$ cat config.mk
export PLATFORM = sky130hd
export DESIGN_NAME = key_command_scheduler_flat
export DESIGN_NICKNAME = d
export VERILOG_FILES = /design/src/rtl/key_command_scheduler_if.sv /design/src/rtl/key_command_scheduler.sv /design/src/flat_wrapper.sv
export SDC_FILE = /design/constraint.sdc
export NUM_CORES = 1
export LEC_CHECK = 0
export CORE_MARGIN = 3
export CORE_UTILIZATION = 60
export DETAILED_ROUTE_END_ITERATION = 8
export GPL_TIMING_DRIVEN = 1
export PLACE_DENSITY_LB_ADDON = 0.1
export SETUP_SLACK_MARGIN = 0.2
export SYNTH_ARGS = -nofsm -noshare
export SYNTH_HDL_FRONTEND = slang
export SYNTH_SLANG_ARGS = --single-unit
export TNS_END_PERCENT = 5
$ cat constraint.sdc
create_clock -name clock -period 7.1 [get_ports clock]
set_clock_uncertainty 0.2 [all_clocks]
set_input_delay 0.71 -clock clock [delete_from_list [all_inputs] [get_ports clock]]
set_output_delay 0.71 -clock clock [all_outputs]
set_load 0.005 [all_outputs]
$ cat src/rtl/key_command_scheduler_if.sv
// Command handshake between the key scheduler (master) and its consumer (slave).
interface key_command_scheduler_if;
    logic       cmd_valid;
    logic       cmd_ready;
    logic [1:0] cmd_key;
    logic       cmd_repeat;

    modport master (output cmd_valid, cmd_key, cmd_repeat, input cmd_ready);
    modport slave  (input cmd_valid, cmd_key, cmd_repeat, output cmd_ready);
endinterface

$ cat src/rtl/key_command_scheduler.sv
// Four-key press/auto-repeat event generator feeding a single round-robin
// arbitrated command register with a valid/ready handshake.
module key_command_scheduler #(
    parameter int CNT_W         = 24,
    parameter int REPEAT_DELAY  = 12_500_000,
    parameter int REPEAT_PERIOD = 2_500_000
) (
    input  logic                          clock,
    input  logic                          reset_n,
    input  logic [3:0]                    keyIn,
    input  logic                          enable,
    output logic                          dropped,
    key_command_scheduler_if.master       cmd
);
    localparam int NUM_KEYS = 4;
    localparam logic [CNT_W-1:0] DLY_LAST = CNT_W'(REPEAT_DELAY - 1);
    localparam logic [CNT_W-1:0] PER_LAST = CNT_W'(REPEAT_PERIOD - 1);

    typedef enum logic [1:0] {IDLE, DELAY, REPEAT} state_t;

    state_t               state_q [NUM_KEYS];
    state_t               state_d [NUM_KEYS];
    logic [CNT_W-1:0]     cnt_q   [NUM_KEYS];
    logic [CNT_W-1:0]     cnt_d   [NUM_KEYS];
    logic [NUM_KEYS-1:0]  key_q, rise, ev, ev_rep;
    logic [NUM_KEYS-1:0]  pending_q, pending_d, pend_rep_q, pend_rep_d, gnt_vec;
    logic [1:0]           ptr_q, gnt_idx, idx;
    logic                 gnt_any, load, drop_d;

    // key_q resets high so a key held through reset never looks like a fresh press
    assign rise = keyIn & ~key_q;

    always_comb begin
        ev     = '0;
        ev_rep = '0;
        for (int i = 0; i < NUM_KEYS; i++) begin
            state_d[i] = state_q[i];
            cnt_d[i]   = cnt_q[i];
            if (!keyIn[i] || !enable) begin
                state_d[i] = IDLE;
                cnt_d[i]   = '0;
            end else begin
                case (state_q[i])
                    IDLE: if (rise[i]) begin
                        state_d[i] = DELAY;
                        cnt_d[i]   = '0;
                        ev[i]      = 1'b1;
                    end
                    DELAY: if (cnt_q[i] == DLY_LAST) begin
                        state_d[i] = REPEAT;
                        cnt_d[i]   = '0;
                        ev[i]      = 1'b1;
                        ev_rep[i]  = 1'b1;
                    end else begin
                        cnt_d[i] = cnt_q[i] + CNT_W'(1);
                    end
                    REPEAT: if (cnt_q[i] == PER_LAST) begin
                        cnt_d[i]  = '0;
                        ev[i]     = 1'b1;
                        ev_rep[i] = 1'b1;
                    end else begin
                        cnt_d[i] = cnt_q[i] + CNT_W'(1);
                    end
                    default: begin
                        state_d[i] = IDLE;
                        cnt_d[i]   = '0;
                    end
                endcase
            end
        end
    end

    // Round-robin search starting at ptr_q, wrapping 3 -> 0
    always_comb begin
        gnt_any = 1'b0;
        gnt_idx = ptr_q;
        idx     = '0;
        for (int k = 0; k < NUM_KEYS; k++) begin
            idx = ptr_q + 2'(k);
            if (!gnt_any && pending_q[idx]) begin
                gnt_any = 1'b1;
                gnt_idx = idx;
            end
        end
    end

    assign load    = enable && gnt_any && (!cmd.cmd_valid || cmd.cmd_ready);
    assign gnt_vec = load ? (4'b0001 << gnt_idx) : 4'b0000;

    // A new event beats the clear of its own grant; otherwise a busy slot drops it
    always_comb begin
        pending_d  = pending_q;
        pend_rep_d = pend_rep_q;
        drop_d     = 1'b0;
        for (int i = 0; i < NUM_KEYS; i++) begin
            if (gnt_vec[i]) pending_d[i] = 1'b0;
            if (ev[i]) begin
                if (!pending_q[i] || gnt_vec[i]) begin
                    pending_d[i]  = 1'b1;
                    pend_rep_d[i] = ev_rep[i];
                end else begin
                    drop_d = 1'b1;
                end
            end
        end
        if (!enable) pending_d = '0;
    end

    always_ff @(posedge clock or negedge reset_n) begin
        if (!reset_n) begin
            key_q      <= 4'b1111;
            pending_q  <= '0;
            pend_rep_q <= '0;
            ptr_q      <= '0;
            dropped    <= 1'b0;
            for (int i = 0; i < NUM_KEYS; i++) begin
                state_q[i] <= IDLE;
                cnt_q[i]   <= '0;
            end
        end else begin
            key_q      <= keyIn;
            pending_q  <= pending_d;
            pend_rep_q <= pend_rep_d;
            dropped    <= drop_d;
            if (load) ptr_q <= gnt_idx + 2'd1;
            for (int i = 0; i < NUM_KEYS; i++) begin
                state_q[i] <= state_d[i];
                cnt_q[i]   <= cnt_d[i];
            end
        end
    end

    always_ff @(posedge clock or negedge reset_n) begin
        if (!reset_n) begin
            cmd.cmd_valid  <= 1'b0;
            cmd.cmd_key    <= '0;
            cmd.cmd_repeat <= 1'b0;
        end else if (load) begin
            cmd.cmd_valid  <= 1'b1;
            cmd.cmd_key    <= gnt_idx;
            cmd.cmd_repeat <= pend_rep_q[gnt_idx];
        end else if (cmd.cmd_valid && cmd.cmd_ready) begin
            cmd.cmd_valid  <= 1'b0;
        end
    end
endmodule

$ cat src/flat_wrapper.sv
// flat-port wrapper written by rule: the top's interface ports become plain ports
module key_command_scheduler_flat 
#(
    parameter int CNT_W         = 24,
    parameter int REPEAT_DELAY  = 12_500_000,
    parameter int REPEAT_PERIOD = 2_500_000
)
  (clock, reset_n, keyIn, enable, dropped, cmd_cmd_valid, cmd_cmd_key, cmd_cmd_repeat, cmd_cmd_ready);
  key_command_scheduler_if cmd_i ();
  input  logic clock;
  input  logic reset_n;
  input  logic [3:0] keyIn;
  input  logic enable;
  output logic dropped;
  output wire logic [$bits(cmd_i.cmd_valid)-1:0] cmd_cmd_valid;
  output wire logic [$bits(cmd_i.cmd_key)-1:0] cmd_cmd_key;
  output wire logic [$bits(cmd_i.cmd_repeat)-1:0] cmd_cmd_repeat;
  input wire logic [$bits(cmd_i.cmd_ready)-1:0] cmd_cmd_ready;
  assign cmd_cmd_valid = cmd_i.cmd_valid;
  assign cmd_cmd_key = cmd_i.cmd_key;
  assign cmd_cmd_repeat = cmd_i.cmd_repeat;
  assign cmd_i.cmd_ready = cmd_cmd_ready;
  key_command_scheduler #(.CNT_W(CNT_W), .REPEAT_DELAY(REPEAT_DELAY), .REPEAT_PERIOD(REPEAT_PERIOD)) u_core (.clock(clock), .reset_n(reset_n), .keyIn(keyIn), .enable(enable), .dropped(dropped), .cmd(cmd_i));
endmodule
==> flow_summary.yaml <==
cells_and_area:
  n_fill_cell: 884
  antenna-diode-count: 0
  layout.cells.most_common_list: "sky130_fd_sc_hd__dfrtp_1 (119), sky130_fd_sc_hd__nor2_1 (105), sky130_fd_sc_hd__nand2_1 (86)"
  post-route-cell-area_um2: 7890
  drive_gt1_frac: 0.0727
  seq_area_um2: 3080
  syn_to_final_growth_pct: 10.6
  multi_input_comb_area_um2: 3860
  mostFrequentLayoutCell: "sky130_fd_sc_hd__dfrtp_1"
  nets: 835
sta:
  fin_crit_sh: 0.477
  grt_setup_unrepaired: "false"
  timing.max_slew.rel_slack: 0.0989
  timing.final.crit_period_ns: 3.39
  tightestPinTransition_ns: 1.35
  setup_ws_ns: 3.71
  max_clock_freq_mhz: 295
  final_hold_violating_endpoints: 0
  timing_max_transition_violations_final: 0
  timing.setup.tns_ns: 0
  setup_viol: 0
cts:
  cts.reportedPaths.clkPinSlew_ns: 0.05
  cts_made_buffers: 17
  ctsLongestPathBuffers: 2
  insertion_delay_ns: 0.41
  cts_hold_repair.buffers: 0
  cts_setup_buffers: 0
  cts_resized: 0
  tritoncts_clock_tree: "yes"
  cts.sinks: 123
  cts_max_level: 4
  cts_root_buffer: "sky130_fd_sc_hd__clkbuf_16"
floorplanning:
  die_height_um: 115
  start_util: 0.620
  placeableCoreArea_um2: 11500
  core.rowCount: 39
  total_die_area_um2: 13200
  ios: 13
  die_width_um: 115
setup_path:
  timing.critical_path.mode_cell: "sky130_fd_sc_hd__nor2_1"
  timing.critical_path.required_ns: 7.19
  cp-start-kind: "primary input"
  r2r.worst_path.cells: 6
  worst_setup_path_endpoint: "u_core.cnt_q[13]"
  timing.reg2reg.setup_slack_ns: 4.24
  worst_setup_path_end_kind: "flop"
  worst_path_largest_cell_delay_ns: 1.08
  cpMaxStageDelayCell: "sky130_fd_sc_hd__nor2_1"
  crit_path_dat_ns: 3.48
  crit-reg2reg-capture: "u_core.cnt_q[55]"
  crit_type: "primary input to flop"
  crit_fanout: 26
  crit-reg2reg-launch: "u_core.cnt_q[63]"
  worstSetupStartpoint: "enable"
  path_cells: "clkdlybuf4s50_1 > nand2_1 > nor2_1 > nor3_1 > xnor2_1 > nor2_1"
worst_hold_path:
  worst_hold_path_type: "primary input to async pin"
logic_synthesis:
  postSynthAreaPerCell_um2: 9.07
  number_of_synthesized_register_bits: 123
  area_leader_netlist: "sky130_fd_sc_hd__dfrtp_1"
  synth_largest_type_area_fraction: 0.417
  postSynthCellCount: 787
  postSynth.asyncResetShare: 1.00
  top_post_synthesis_cells_by_area: "sky130_fd_sc_hd__dfrtp_1 (42%), sky130_fd_sc_hd__nor2_1 (5.5%), sky130_fd_sc_hd__ha_1 (4.9%), sky130_fd_sc_hd__nand2_1 (4.5%), sky130_fd_sc_hd__nand3_1 (3.9%)"
  synth_net_count: 823
  synth.distinct_cells: 59
  yosys_most_used_dff: "sky130_fd_sc_hd__dfrtp_1"
  synth_seq_area_share: 0.432
  synthesis.area_um2: 7130
  synth-warning-count: 0
  synth_enable_flop_cells: 0
power_and_ir_drop:
  power.leakage_nw: 3.24
  irDropWorstVdd_uv: 174
  power.density_cell_area_nw_per_um2: 210
detailed_routing:
  detail_route.wirelength_um: 15100
  drc_errors: 0
  dr_vias: 5809
  antenna_violating_nets_post_route: 0
  wire_per_inst_um: 15.8
  post_drt_via_cell_ratio: 6.08
  first_pass_iters: 5
  drt_iter0_markers: 433
global_routing:
  grt-ovfl-total: 0
  grt_pass1_wl_um: 25600
  grt_max_degree: 81
  globalRouteTotalUtil: 0.238
  grt_antenna_before_repair: 0
  first_global_vias: 5656
outcome:
  status: "finished clean"
placement:
  placement.setup.worst_slack_ns: 3.29
  globalplace.congestion: 0.852
  hpwl_um: 10400
  io_buffers: 12
  placedInstanceArea_um2: 7350
job:
  timing.max_cap.violations: 0
## stage by stage
step	utilization	total power (W)	hold slack, ns	cells
2_1_floorplan	-	0.000830	0.214	787
3_3_place_gp	0.638	0.000885	0.304	923
3_5_place_dp	0.638	0.000892	0.313	923
4_1_cts	0.685	0.00167	0.0933	955
5_1_grt	0.685	0.00173	0.118	955
6_report	0.685	0.00165	0.0906	955
## critical path: cells and delay by family
| kind | cells | cell delay (ns) |
|---|---|---|
| buf+inv | 1 | 1.03 |
| xor+xnor | 1 | 0.19 |
| simple gates | 4 | 1.53 |
## kinds of logic (layout without fill, tap and decap cells)
family | Yosys count | count (layout) | synth area share
mux | 15 | 15 | 0.0237
xor+xnor | 52 | 52 | 0.0638
buf+inv | 46 | 71 | 0.0270
flops | 123 | 123 | 0.432
compound gates | 115 | 115 | 0.106
fa+ha+maj | 28 | 28 | 0.0491
simple gates | 408 | 408 | 0.298
## sequential cells by signal (all words and copies together) (netlist names)
signal                 flops
u_core.cnt_q              96
u_core.cmd.cmd_valid       1
u_core.cmd.cmd_key         2
u_core.cmd.cmd_repeat      1
u_core.pending_q           4
u_core.state_q             8
u_core.dropped             1
u_core.pend_rep_q          4
u_core.key_q               4
u_core.ptr_q               2
## synthesized netlist by cell type (3+ instances only)
cell type / n
sky130_fd_sc_hd__and4_1: 12
sky130_fd_sc_hd__o211ai_1: 4
sky130_fd_sc_hd__buf_2: 4
sky130_fd_sc_hd__nand2_1: 86
sky130_fd_sc_hd__xor2_1: 28
sky130_fd_sc_hd__a21oi_1: 21
sky130_fd_sc_hd__nor2_2: 6
sky130_fd_sc_hd__and3_1: 10
sky130_fd_sc_hd__xnor2_1: 24
sky130_fd_sc_hd__nor3_1: 14
sky130_fd_sc_hd__ha_1: 28
sky130_fd_sc_hd__nand3_1: 56
sky130_fd_sc_hd__nor4b_1: 9
sky130_fd_sc_hd__and2_1: 9
sky130_fd_sc_hd__o311ai_0: 4
sky130_fd_sc_hd__nand2b_1: 11
sky130_fd_sc_hd__o2bb2ai_1: 3
sky130_fd_sc_hd__nor4_1: 3
sky130_fd_sc_hd__or2_2: 5
sky130_fd_sc_hd__nor2_1: 105
sky130_fd_sc_hd__mux2i_1: 9
sky130_fd_sc_hd__nor2b_1: 11
sky130_fd_sc_hd__dfrtp_1: 119
sky130_fd_sc_hd__o22ai_1: 5
sky130_fd_sc_hd__a31oi_1: 8
sky130_fd_sc_hd__mux2_2: 5
sky130_fd_sc_hd__nor4bb_1: 7
sky130_fd_sc_hd__a22o_1: 13
sky130_fd_sc_hd__o21ai_0: 29
sky130_fd_sc_hd__or3_1: 3
sky130_fd_sc_hd__nor3b_1: 5
sky130_fd_sc_hd__dfstp_2: 4
sky130_fd_sc_hd__a21boi_0: 4
sky130_fd_sc_hd__a21o_1: 10
sky130_fd_sc_hd__a211oi_1: 3
sky130_fd_sc_hd__inv_1: 25
sky130_fd_sc_hd__clkbuf_1: 15
sky130_fd_sc_hd__nand4_1: 42
## routing by layer
layer  part of all wire  up-vias  global-route usage  wire [µm]
met4              0.021        0              0.0970        310
met3              0.036       32              0.0658        540
li1                   -     2837                   -          -
met1               0.46     2823               0.307       6890
met5                  0        -                   0          0
met2               0.49      117               0.380       7360
## power breakdown
group | leakage [nW] | switching [W] | internal [W]
Clock | 0.266 | 0.000298 | 0.000478
Sequential | 1.69 | 0.0000194 | 0.000721
Combinational | 1.29 | 0.0000795 | 0.0000586
## how the worst min path moves through the flow
stage                           startpoint                     to  slack (ns)  cells past startpoint
after floorplan                    reset_n  u_core.cmd.cmd_key[0]        0.21                      0
after global placement    u_core.cnt_q[21]       u_core.cnt_q[21]        0.30                      1
after detailed placement  u_core.cnt_q[22]       u_core.cnt_q[22]        0.31                      1
after CTS                          reset_n       u_core.cnt_q[68]        0.09                      1
after global routing               reset_n       u_core.cnt_q[65]        0.12                      1
final                              reset_n       u_core.cnt_q[68]        0.09                      1
## final cells by class
type / instances / area share
multi-input cells: 618 / 0.490
flip-flops and latches: 123 / 0.391
clock buffers: 24 / 0.0623
well taps: 143 / 0.0227
repair buffers: 14 / 0.0168
inverters: 25 / 0.0119
clock inverters: 8 / 0.00571
No activity file was read; power rests on OpenSTA's default activity.
